File: src/rtl/car_anti_theft_alarm_system.sv
`default_nettype none
// ============================================================================
// Module   : car_anti_theft_alarm_system
// Brief    : Door-watching alarm FSM with entry delay, auto-arming and a
//            hidden-switch fuel-pump interlock. Optional macro:
//            CATAS_STATUS_BLINK_EN (status LED blinks while ARMED).
// Revision : 1.0 - initial release
// ============================================================================
module car_anti_theft_alarm_system #(
    parameter int TICK_DIV        = 1,
    parameter int TIMER_W         = 8,
    parameter int ARM_DELAY       = 6,
    parameter int DRIVER_DELAY    = 8,
    parameter int PASSENGER_DELAY = 15,
    parameter int ALARM_ON        = 10
) (
    input  logic clock,
    input  logic systemReset,
    input  logic ignition,
    input  logic brake,
    input  logic hidden,
    input  logic driver,
    input  logic passenger,
    output logic fuelPumpPower,
    output logic statusIndicator,
    output logic siren
);

    typedef enum logic [2:0] {
        ST_ARMED      = 3'd0,
        ST_TRIGGERED  = 3'd1,
        ST_SOUNDING   = 3'd2,
        ST_DISARMED   = 3'd3,
        ST_WAIT_OPEN  = 3'd4,
        ST_WAIT_CLOSE = 3'd5,
        ST_ARMING     = 3'd6
    } state_t;

    localparam logic [TIMER_W-1:0] c_one     = TIMER_W'(1);
    localparam logic [TIMER_W-1:0] c_arm_ld  = TIMER_W'(ARM_DELAY);
    localparam logic [TIMER_W-1:0] c_drv_ld  = TIMER_W'(DRIVER_DELAY);
    localparam logic [TIMER_W-1:0] c_pas_ld  = TIMER_W'(PASSENGER_DELAY);
    localparam logic [TIMER_W-1:0] c_alrm_ld = TIMER_W'(ALARM_ON);

    state_t             state_q, state_d;
    logic [TIMER_W-1:0] timer_q, timer_d;
    logic               pump_en_q, pump_en_d;
    logic               w_tick;
    logic               w_expire;
    logic               w_door_open;
    logic               w_armed_led;

    generate
        if (TICK_DIV <= 1) begin : g_tick_every_cycle
            assign w_tick = 1'b1;
        end else begin : g_prescaler
            localparam int PW = $clog2(TICK_DIV);
            logic [PW-1:0] presc_q, presc_d;

            assign w_tick = (presc_q == PW'(TICK_DIV - 1));

            always_comb begin
                presc_d = w_tick ? '0 : presc_q + 1'b1;
            end

            always_ff @(posedge clock or negedge systemReset) begin
                if (!systemReset) begin
                    presc_q <= '0;
                end else begin
                    presc_q <= presc_d;
                end
            end
        end
    endgenerate

    assign w_expire    = w_tick && (timer_q == c_one);
    assign w_door_open = !driver || !passenger;

    // Ignition overrides every state; timed states count down on ticks only.
    always_comb begin
        state_d = state_q;
        timer_d = timer_q;
        if (ignition) begin
            state_d = ST_DISARMED;
            timer_d = '0;
        end else begin
            case (state_q)
                ST_ARMED: begin
                    if (!driver) begin
                        state_d = ST_TRIGGERED;
                        timer_d = c_drv_ld;
                    end else if (!passenger) begin
                        state_d = ST_TRIGGERED;
                        timer_d = c_pas_ld;
                    end
                end
                ST_TRIGGERED: begin
                    if (w_expire) begin
                        state_d = ST_SOUNDING;
                        timer_d = c_alrm_ld;
                    end else if (w_tick) begin
                        timer_d = timer_q - 1'b1;
                    end
                end
                ST_SOUNDING: begin
                    if (w_door_open) begin
                        timer_d = c_alrm_ld;
                    end else if (w_expire) begin
                        state_d = ST_ARMED;
                        timer_d = '0;
                    end else if (w_tick) begin
                        timer_d = timer_q - 1'b1;
                    end
                end
                ST_DISARMED: begin
                    state_d = ST_WAIT_OPEN;
                end
                ST_WAIT_OPEN: begin
                    if (!driver) begin
                        state_d = ST_WAIT_CLOSE;
                    end
                end
                ST_WAIT_CLOSE: begin
                    if (!w_door_open) begin
                        state_d = ST_ARMING;
                        timer_d = c_arm_ld;
                    end
                end
                ST_ARMING: begin
                    if (w_door_open) begin
                        state_d = ST_WAIT_CLOSE;
                        timer_d = '0;
                    end else if (w_expire) begin
                        state_d = ST_ARMED;
                        timer_d = '0;
                    end else if (w_tick) begin
                        timer_d = timer_q - 1'b1;
                    end
                end
                default: begin
                    state_d = ST_ARMED;
                    timer_d = '0;
                end
            endcase
        end
    end

    // Pump latch: armed only by the secret sequence while disarmed, dropped with the key.
    always_comb begin
        pump_en_d = ignition &&
                    (pump_en_q || (brake && hidden && (state_q == ST_DISARMED)));
    end

    always_ff @(posedge clock or negedge systemReset) begin
        if (!systemReset) begin
            state_q   <= ST_ARMED;
            timer_q   <= '0;
            pump_en_q <= 1'b0;
        end else begin
            state_q   <= state_d;
            timer_q   <= timer_d;
            pump_en_q <= pump_en_d;
        end
    end

`ifdef CATAS_STATUS_BLINK_EN
    logic blink_q, blink_d;

    // Phase restarts at 1 on every ARMED entry, then flips per tick.
    always_comb begin
        blink_d = 1'b1;
        if ((state_d == ST_ARMED) && (state_q == ST_ARMED)) begin
            blink_d = w_tick ? ~blink_q : blink_q;
        end
    end

    always_ff @(posedge clock or negedge systemReset) begin
        if (!systemReset) begin
            blink_q <= 1'b1;
        end else begin
            blink_q <= blink_d;
        end
    end

    assign w_armed_led = blink_q;
`else
    assign w_armed_led = 1'b1;
`endif

    assign siren           = (state_q == ST_SOUNDING);
    assign statusIndicator = (state_q == ST_TRIGGERED) || (state_q == ST_SOUNDING) ||
                             ((state_q == ST_ARMED) && w_armed_led);
    assign fuelPumpPower   = pump_en_q && ignition;

endmodule
`default_nettype wire

File: config.mk
export PLATFORM = sky130hd
export DESIGN_NAME = car_anti_theft_alarm_system
export DESIGN_NICKNAME = d
export VERILOG_FILES = /design/src/rtl/car_anti_theft_alarm_system.sv
export SDC_FILE = /design/constraint.sdc
export NUM_CORES = 1
export LEC_CHECK = 0
export ABC_AREA = 1
export CORE_ASPECT_RATIO = 0.9
export CORE_UTILIZATION = 50
export DETAILED_ROUTE_END_ITERATION = 6
export PLACE_DENSITY = 0.78
export SYNTH_ARGS = -nofsm -noshare
export SYNTH_HDL_FRONTEND = slang
export SYNTH_SLANG_ARGS = --single-unit
File: constraint.sdc
create_clock -name clock -period 4 [get_ports clock]
set_clock_uncertainty 0.1 [all_clocks]
set_input_delay 0.4 -clock clock [delete_from_list [all_inputs] [get_ports clock]]
set_output_delay 0.4 -clock clock [all_outputs]
set_load 0.01 [all_outputs]
---- Word-level counts from Yosys, hierarchy flattened ----
Cells that the tools add are included.
operators by class
  reductions and logical operators ........ 14
  multiplexer cells ....................... 19
  equal/unequal tests ..................... 13
  add/sub/neg operators ................... 1
operators with widths
  cell                                                 count
  two-way mux 8 bit                                    8
  one-hot mux 8 bit (6 select lines)                   1
  two-way mux 3 bit                                    9
  one-hot mux 3 bit (7 select lines)                   1
  != test 3 bit, second input constant                 4
  equality test 3 bit, second input constant           3
  equality test 8 x 1 -> 1 bit, second input constant  1
  subtractor 8 x 1 -> 8 bit, second input constant     1
  equality test 3 x 2 -> 1 bit, second input constant  2
  AND reduction 5 bit                                  1
  logical AND 1 bit                                    4
  logical OR 1 bit                                     4
  != test 4 bit, second input constant                 1
  equality test 3 x 1 -> 1 bit, second input constant  1
  logical NOT 3 bit                                    1
  AND reduction 3 bit                                  1
  logical NOT 1 bit                                    2
  != test 2 x 1 -> 1 bit, second input constant        1
  OR reduction 2 bit                                   1
word-level totals
  word-level logic and storage cells ...... 50
  bits in registers ....................... 12
  bits of input ports ..................... 7

---- Depth between registers and ports, before layout ----
Gate-level depths: netlist of run 1.
  word-level depth ........................ 5
  mapped depth ............................ 10
  gate-level depth less buffers ........... 10

---- Worst setup path after synthesis of run 1 ----
Ideal clock, no wire load.
  path type ............................... reg-to-reg
  start ................................... reg state_q[0]
  end ..................................... reg timer_q[4]
  slack ................................... 2.620 ns
  arrival time ............................ 1.163 ns
  stages on the path, launching flop included .. 10
  data required time ...................... 3.783 ns
  library setup time ...................... 0.117 ns
  cells stage by stage .................... dfrtp_1 buf_6 nor2_1 nand2_1 nor2_2 nor2_4 nand2_4 nor2_8 nand3_1 nand2_1
between the ends
  word-level cells in the longest chain between the ends .. 4
  elaborated cells on any way between the ends .. 14
ends and longest elaborated chain
  what                                                                                 line  text
  start: declaration                                                                   45    state_t state_q, state_d;
  start signal: assignment                                                             160   state_q <= state_d;
  equality test 3 x 2 -> 1 bit / equality test 3 bit (equally long branches)           87    case (state_q)
  OR reduction 2 bit (no line)                                                         -
  one-hot mux 8 bit (6 select lines) / != test 2 x 1 -> 1 bit (equally long branches)  -
  two-way mux 8 bit / AND reduction 3 bit (equally long branches)                      -
  end signal: assignment                                                               161   timer_q <= timer_d;
  end: declaration                                                                     46    logic [TIMER_W-1:0] timer_q, timer_d;
Several ways; a longest one is shown, not always the timed one.
A chain may end at the register's enable or synchronous reset.

---- Final worst setup path of run 1 ----
  start ................................... in ignition
  end ..................................... out fuelPumpPower
between the ends
  word-level cells in the longest chain between the ends .. 1
ends and longest elaborated chain
  what                line  text
  start: declaration  19    input logic ignition,
  logical AND 1 bit   193   assign fuelPumpPower = pump_en_q && ignition;
  end: declaration    24    output logic fuelPumpPower,
Every way passes these cells.

==> run metrics, run 1 <==
status=finished, final reports clean; FP Rows=14; Rel. slew slack=around two thirds; IO Port Bufs=9; post-DR wirelength/cell=approximately 11 µm; Tightest Pin Transition=between 500 and 600 ps; Worst Slack Setup Final=around 1800 ps; Ports=10; setup_tns=0 ps; min cycle time layout=between 2000 and 2500 ps; GR peak layer=met1; # resized after CTS=0; CTS clk-pin slew, worst paths=70 ps; CTS tree=built; Post-CTS Repair Setup Buffers=0; Final Net Count=between 150 and 200; Max-Cap Viols=0; initial antenna violation count=0; hold_ws=approximately 370 ps; core area=~1700 µm²; critical path class=in2out; Leak Pwr=approximately 0.60 nW; # H-tree levels=1; Final setup viols=0; ranking of synthesized cells by area=dfrtp_1, nand2_1, nand3_1; Critical Path Start Type=primary input; worst skew pair latency=270 ps; full die area=around 2000 µm²; largest area contributor in the netlist=dfrtp_1; # fillers=175; Syn Nets=around 160; Die Height=43.02 µm; synthesized area per cell=roughly 6.3 µm²; Pwr per Cell Area=slightly below 800 nW/µm²; fmax=roughly 0.46 GHz; Crit Path Max Fanout=5; final hold vios=0; clk sinks=12; Yosys warnings=0; fin. max-slew vios=0; remaining antenna violation count=0; Yosys top cell area share=about 32%; GR Overflow Total=0; Hold Crit Class=in2async; first-pass GRT wire length=3463 µm; Final GP Congestion=between 0.9 and 1; Final Cycle Share=54.09%; gr usage total=24.45%; vias in the first global route=about 800; pre-CTS WS=about 1800 ps; Antenna Diode Count=0; Syn Inst Count=approximately 150; CTS buffer count=3; largest net degree at the start of global routing=13; post-synthesis sequential area ratio=roughly 32%; GR Layer Usage met2=between 30% and 40%; DR vias/cell=about 5.0; grt met1 use=about 39%; Total Routed Length=between 1500 and 2000 µm; number of synthesized register bits=12; Critical Path RT=approximately 3500 ps; First-pass DRT Iterations=4; clk buf depth=2; detailed router's first-iteration violation count=29; Crit. End Element=output pin; Initial Util=54.45%; routed via count=920; Layout Area Growth over Synthesis=14.06%; CTS Hold Buffers Added=0; Die W=roughly 48 µm; layout cells sized above 1=7.547%; worst vdd ir=between 0.0004 and 0.0005 V; synth unique cells=21; root buf cell=clkbuf_4; Cell Area, Synth=~930 µm²; post-DP HPWL=between 1500 and 2000 µm; CP arrival=about 1700 ps; met3 Use GR=under 10%; RSZ-0062 raised after global routing=no; # DRC=0
==> report_power, final <==
group	switching (W)	total (W)	leakage [nW]	internal (W)
Combinational	0.000333	0.000534	0.424	0.000201
Sequential	0.0000554	0.000221	0.159	0.000166
Clock	0.0000365	0.0000713	0.0138	0.0000349
Total	0.000425	0.000827	0.597	0.000402
==> synthesized netlist by cell type (all sizes together) <==
master / n
dfrtp: 12
a21oi: 1
nand2: 60
nand4: 3
xnor2: 1
buf: 1
nor2: 22
ha: 2
o21ai: 4
inv: 20
nor3: 1
nand3: 18
xor2: 2
o21bai: 1
==> cell usage in the layout (no fill, tap or decap) <==
master	synthesis	layout
a21oi_1	1	1
clkbuf_4	0	3
clkdlybuf4s50_1	0	9
dfrtp_1	12	12
ha_1	2	2
inv_1	18	18
inv_2	2	2
nand2_1	58	58
nand2_2	1	1
nand2_4	1	1
nand3_1	18	18
nand4_1	3	3
nor2_1	18	18
nor2_2	2	2
nor2_4	1	1
nor2_8	1	1
nor3_1	1	1
o21ai_0	3	3
o21ai_2	1	1
o21bai_1	1	1
xnor2_1	1	1
xor2_1	2	2
==> cell type report <==
type	instances	area, µm²	area share (%)
Multi-Input combinational cell	115	548.0	51.41
Sequential cell	12	300.3	28.17
Timing Repair Buffer	9	90.09	8.451
Inverter	20	75.07	7.042
Tap cell	24	30.03	2.817
Clock buffer	3	22.52	2.113
==> state kept, by name, indices dropped and copies added, names as in the netlist <==
signal     cells
pump_en_q      1
timer_q        8
state_q        3
==> final timing paths <==
path | from | to | slack, ps | depth (start not counted)
setup / recovery | ignition | fuelPumpPower | 1840 | 4
hold / removal | systemReset | timer_q[5]$_DFFE_PN0P_ | 370 | 1
setup reg to reg | timer_q[1]$_DFFE_PN0P_ | timer_q[1]$_DFFE_PN0P_ | 2420 | 9
hold reg to reg | pump_en_q$_DFF_PN0_ | pump_en_q$_DFF_PN0_ | 390 | 2
max in group asynchronous | systemReset | state_q[2]$_DFFE_PN0P_ | 3090 | 1
min in group clock | pump_en_q$_DFF_PN0_ | pump_en_q$_DFF_PN0_ | 390 | 2
==> through the flow <==
stage               util (%)  instances  total power [W]  cell area (µm²)
global route           62.10        183        0.0009276             1066
CTS                    62.10        183        0.0008267             1066
detailed placement     60.79        180        0.0007510             1044
finish                 62.10        183        0.0008269             1066
floorplan                  -        148        0.0006336            934.6
global placement       60.79        180        0.0007455             1044
==> routing by layer <==
metal	part of all wire, %	vias up
li1	-	484
met1	50	398
met2	42	33
met3	5.8	5
met4	2.0	0
met5	0	-
==> worst max-delay path, cell delays in order <==
cell and delay, ps:
clkdlybuf4s50_1 580, nand2_1 90, inv_1 60, clkdlybuf4s50_1 530
==> kinds of logic after synthesis <==
group / Yosys count / share of synthesized area (%)
AND/OR/NAND/NOR: 104 / 49.26
buffers and inverters: 21 / 9.237
flip-flops: 12 / 32.13
AO/OA/AOI/OAI: 6 / 3.882
XOR/XNOR: 3 / 2.812
adder cells (fa/ha/maj): 2 / 2.677
No activity file was read; power rests on OpenSTA's default activity.
==> run 2: changes to the inputs <==
Clock period 4 ns to 2.2 ns, I/O delays scaled along.
==> run 2 against run 1 <==
Via count up 0.76%. Non-clock buffer count unchanged. Clock power is 67% higher. Final area stayed put. Cell count unchanged. Sequential share of layout area stayed put. Total power grew 83%.
==> run metrics, run 2 (synthesis results as in run 1) <==
final non-filler cell area=1066 µm² (unchanged); Ports=10 (unchanged); DP Area=1044 µm² (unchanged); First-pass DRT Iterations=4 (unchanged); Crit Path Max Fanout=5 (unchanged); setup_tns=0 ps (unchanged); DR vias/cell=5.066 (+0.76%); Max-Cap Viols=0 (unchanged); most common cell after layout, fill and taps aside=nand2_1; IO Port Bufs=9 (unchanged); clk buf depth=2 (unchanged); core area=1717 µm² (unchanged); worst vdd ir=0.0007141 V (+61%); Final GP Congestion=0.9288 (-1.3%); Hold Crit Class=in2async; FF/Latch Area=300.3 µm² (unchanged); Leak Pwr=0.5967 nW (unchanged); Multi-input gate area=548.0 µm² (unchanged); full die area=2046 µm² (unchanged); final hold vios=0 (unchanged); commonest non-fill, non-tap cells in the layout=nand2_1, inv_1, nor2_1, nand3_1, dfrtp_1; crit path from=state_q[1]$_DFFE_PN0P_; largest net degree at the start of global routing=13 (unchanged); Antenna Diode Count=0 (unchanged); fmax=0.5088 GHz; vias in the first global route=868 (+6.2%); max FFs per register=8 (unchanged); Final setup viols=0 (unchanged); initial antenna violation count=0 (unchanged); Critical Path Start Type=register; Tightest Pin Transition=505.0 ps (-12.23 ps); FP Rows=14 (unchanged); Post-CTS Repair Setup Buffers=0 (unchanged); Initial Util=54.45% (unchanged); Critical Path Slowest Stage Cell=clkdlybuf4s50_1; min cycle time layout=about 2000 ps; detailed router's first-iteration violation count=40 (+38%); CTS buffer count=3 (unchanged); Die W=47.58 µm (unchanged); routed via count=927 (+0.76%); # DRC=0 (unchanged); CTS Hold Buffers Added=0 (unchanged); first-pass GRT wire length=3429 µm (-0.98%); Total Routed Length=1934 µm (-1.5%); gr usage total=23.08% (-1.4 points); Die Height=43.02 µm (unchanged); post-DP HPWL=1643 µm (+2.1%); clk sinks=12 (unchanged); # H-tree levels=1 (unchanged); critical path class=reg2out; Final Net Count=170 (unchanged); Regs by FF count=timer_q x8, state_q x3, pump_en_q x1; Final Cycle Share=89.33%; Worst path max stage delay=520 ps (-60 ps); Crit. End Element=output pin; post-DR wirelength/cell=10.57 µm (-1.5%); most flop-heavy register=timer_q; # resized after CTS=0 (unchanged); GR Overflow Total=0 (unchanged); layout cells sized above 1=7.547% (unchanged); worst skew pair latency=250 ps (-20 ps); Pwr per Cell Area=1422 nW/µm² (+83%); remaining antenna violation count=0 (unchanged); critical path cell sequence=inv_2, nor2_1, nand2_1, inv_1, clkdlybuf4s50_1; fin. max-slew vios=0 (unchanged); CTS tree=built; root buf cell=clkbuf_4; CP arrival=1650 ps (about the same); RSZ-0062 raised after global routing=no; Critical Path RT=1880 ps (-1620 ps); Layout Area Growth over Synthesis=14.06% (unchanged); Rel. slew slack=66.23% (+0.82 points); CTS clk-pin slew, worst paths=60 ps (about the same); # fillers=169 (-3.4%); status=finished, final reports clean; FF-to-FF Start=timer_q[1]$_DFFE_PN0P_
==> run 2: cell counts in the layout (fill, tap and decap cells not counted) <==
No cell type changed its count.
==> run 2: cell type report <==
cell class	instances	share of cell area (%)
Inverter	20	7.042
Sequential cell	12	28.17
Tap cell	24	2.817
Clock buffer	3	2.113
Timing Repair Buffer	9	8.451
Multi-Input combinational cell	115	51.41
==> run 2: layer usage <==
metal / global-route usage [%] / up-vias / part of all wire (%)
met5: 0 / - / 0
met4: 7.778 / 0 / 0.41
met3: 5.532 / 2 / 7.3
met2: 32.33 / 36 / 44
met1: 34.62 / 403 / 49
li1: - / 486 / -
==> run 2: stage by stage <==
| stage | hold slack [ps] | power, W | worst slack (ps) | util, % | std cells |
|---|---|---|---|---|---|
| 2_1_floorplan | -175.6 | 0.001152 | 819.9 | - | 148 |
| 3_3_place_gp | 395.2 | 0.001372 | 444.5 | 60.79 | 180 |
| 3_5_place_dp | 383.6 | 0.001389 | 416.1 | 60.79 | 180 |
| 4_1_cts | 208.2 | 0.001520 | 242.1 | 62.10 | 183 |
| 5_1_grt | 234.1 | 0.001699 | 125.4 | 62.10 | 183 |
| 6_report | 202.2 | 0.001516 | 234.7 | 62.10 | 183 |
==> run 2: power breakdown <==
group | switching, W | internal, W
Sequential | 0.000102 | 0.000302
Combinational | 0.000627 | 0.000366
Clock | 0.0000565 | 0.0000629
Total | 0.000785 | 0.000731
==> run 2: final timing paths <==
| check | slack (ps) | cells after the start | end |
|---|---|---|---|
| min reg2reg | 400 | 2 | pump_en_q$_DFF_PN0_ |
| min | 200 | 1 | timer_q[4]$_DFFE_PN0P_ |
| max | 230 | 5 | siren |
| max reg2reg | 660 | 9 | timer_q[1]$_DFFE_PN0P_ |
| min in group clock | 400 | 2 | pump_en_q$_DFF_PN0_ |
| max in group asynchronous | 1460 | 1 | state_q[2]$_DFFE_PN0P_ |
==> run 2: worst max-delay path: cells and delay by family (launching register included) <==
family / cells / cell delay [ps]
flip-flops: 1 / 460
AND/OR/NAND/NOR: 2 / 250
buffers and inverters: 3 / 680
==> run 3: changes to the inputs <==
Settings changed: SLEW_MARGIN from default to 40.
==> results of run 3 <==
Final layout, timing and power as in run 2 (identical DEF).
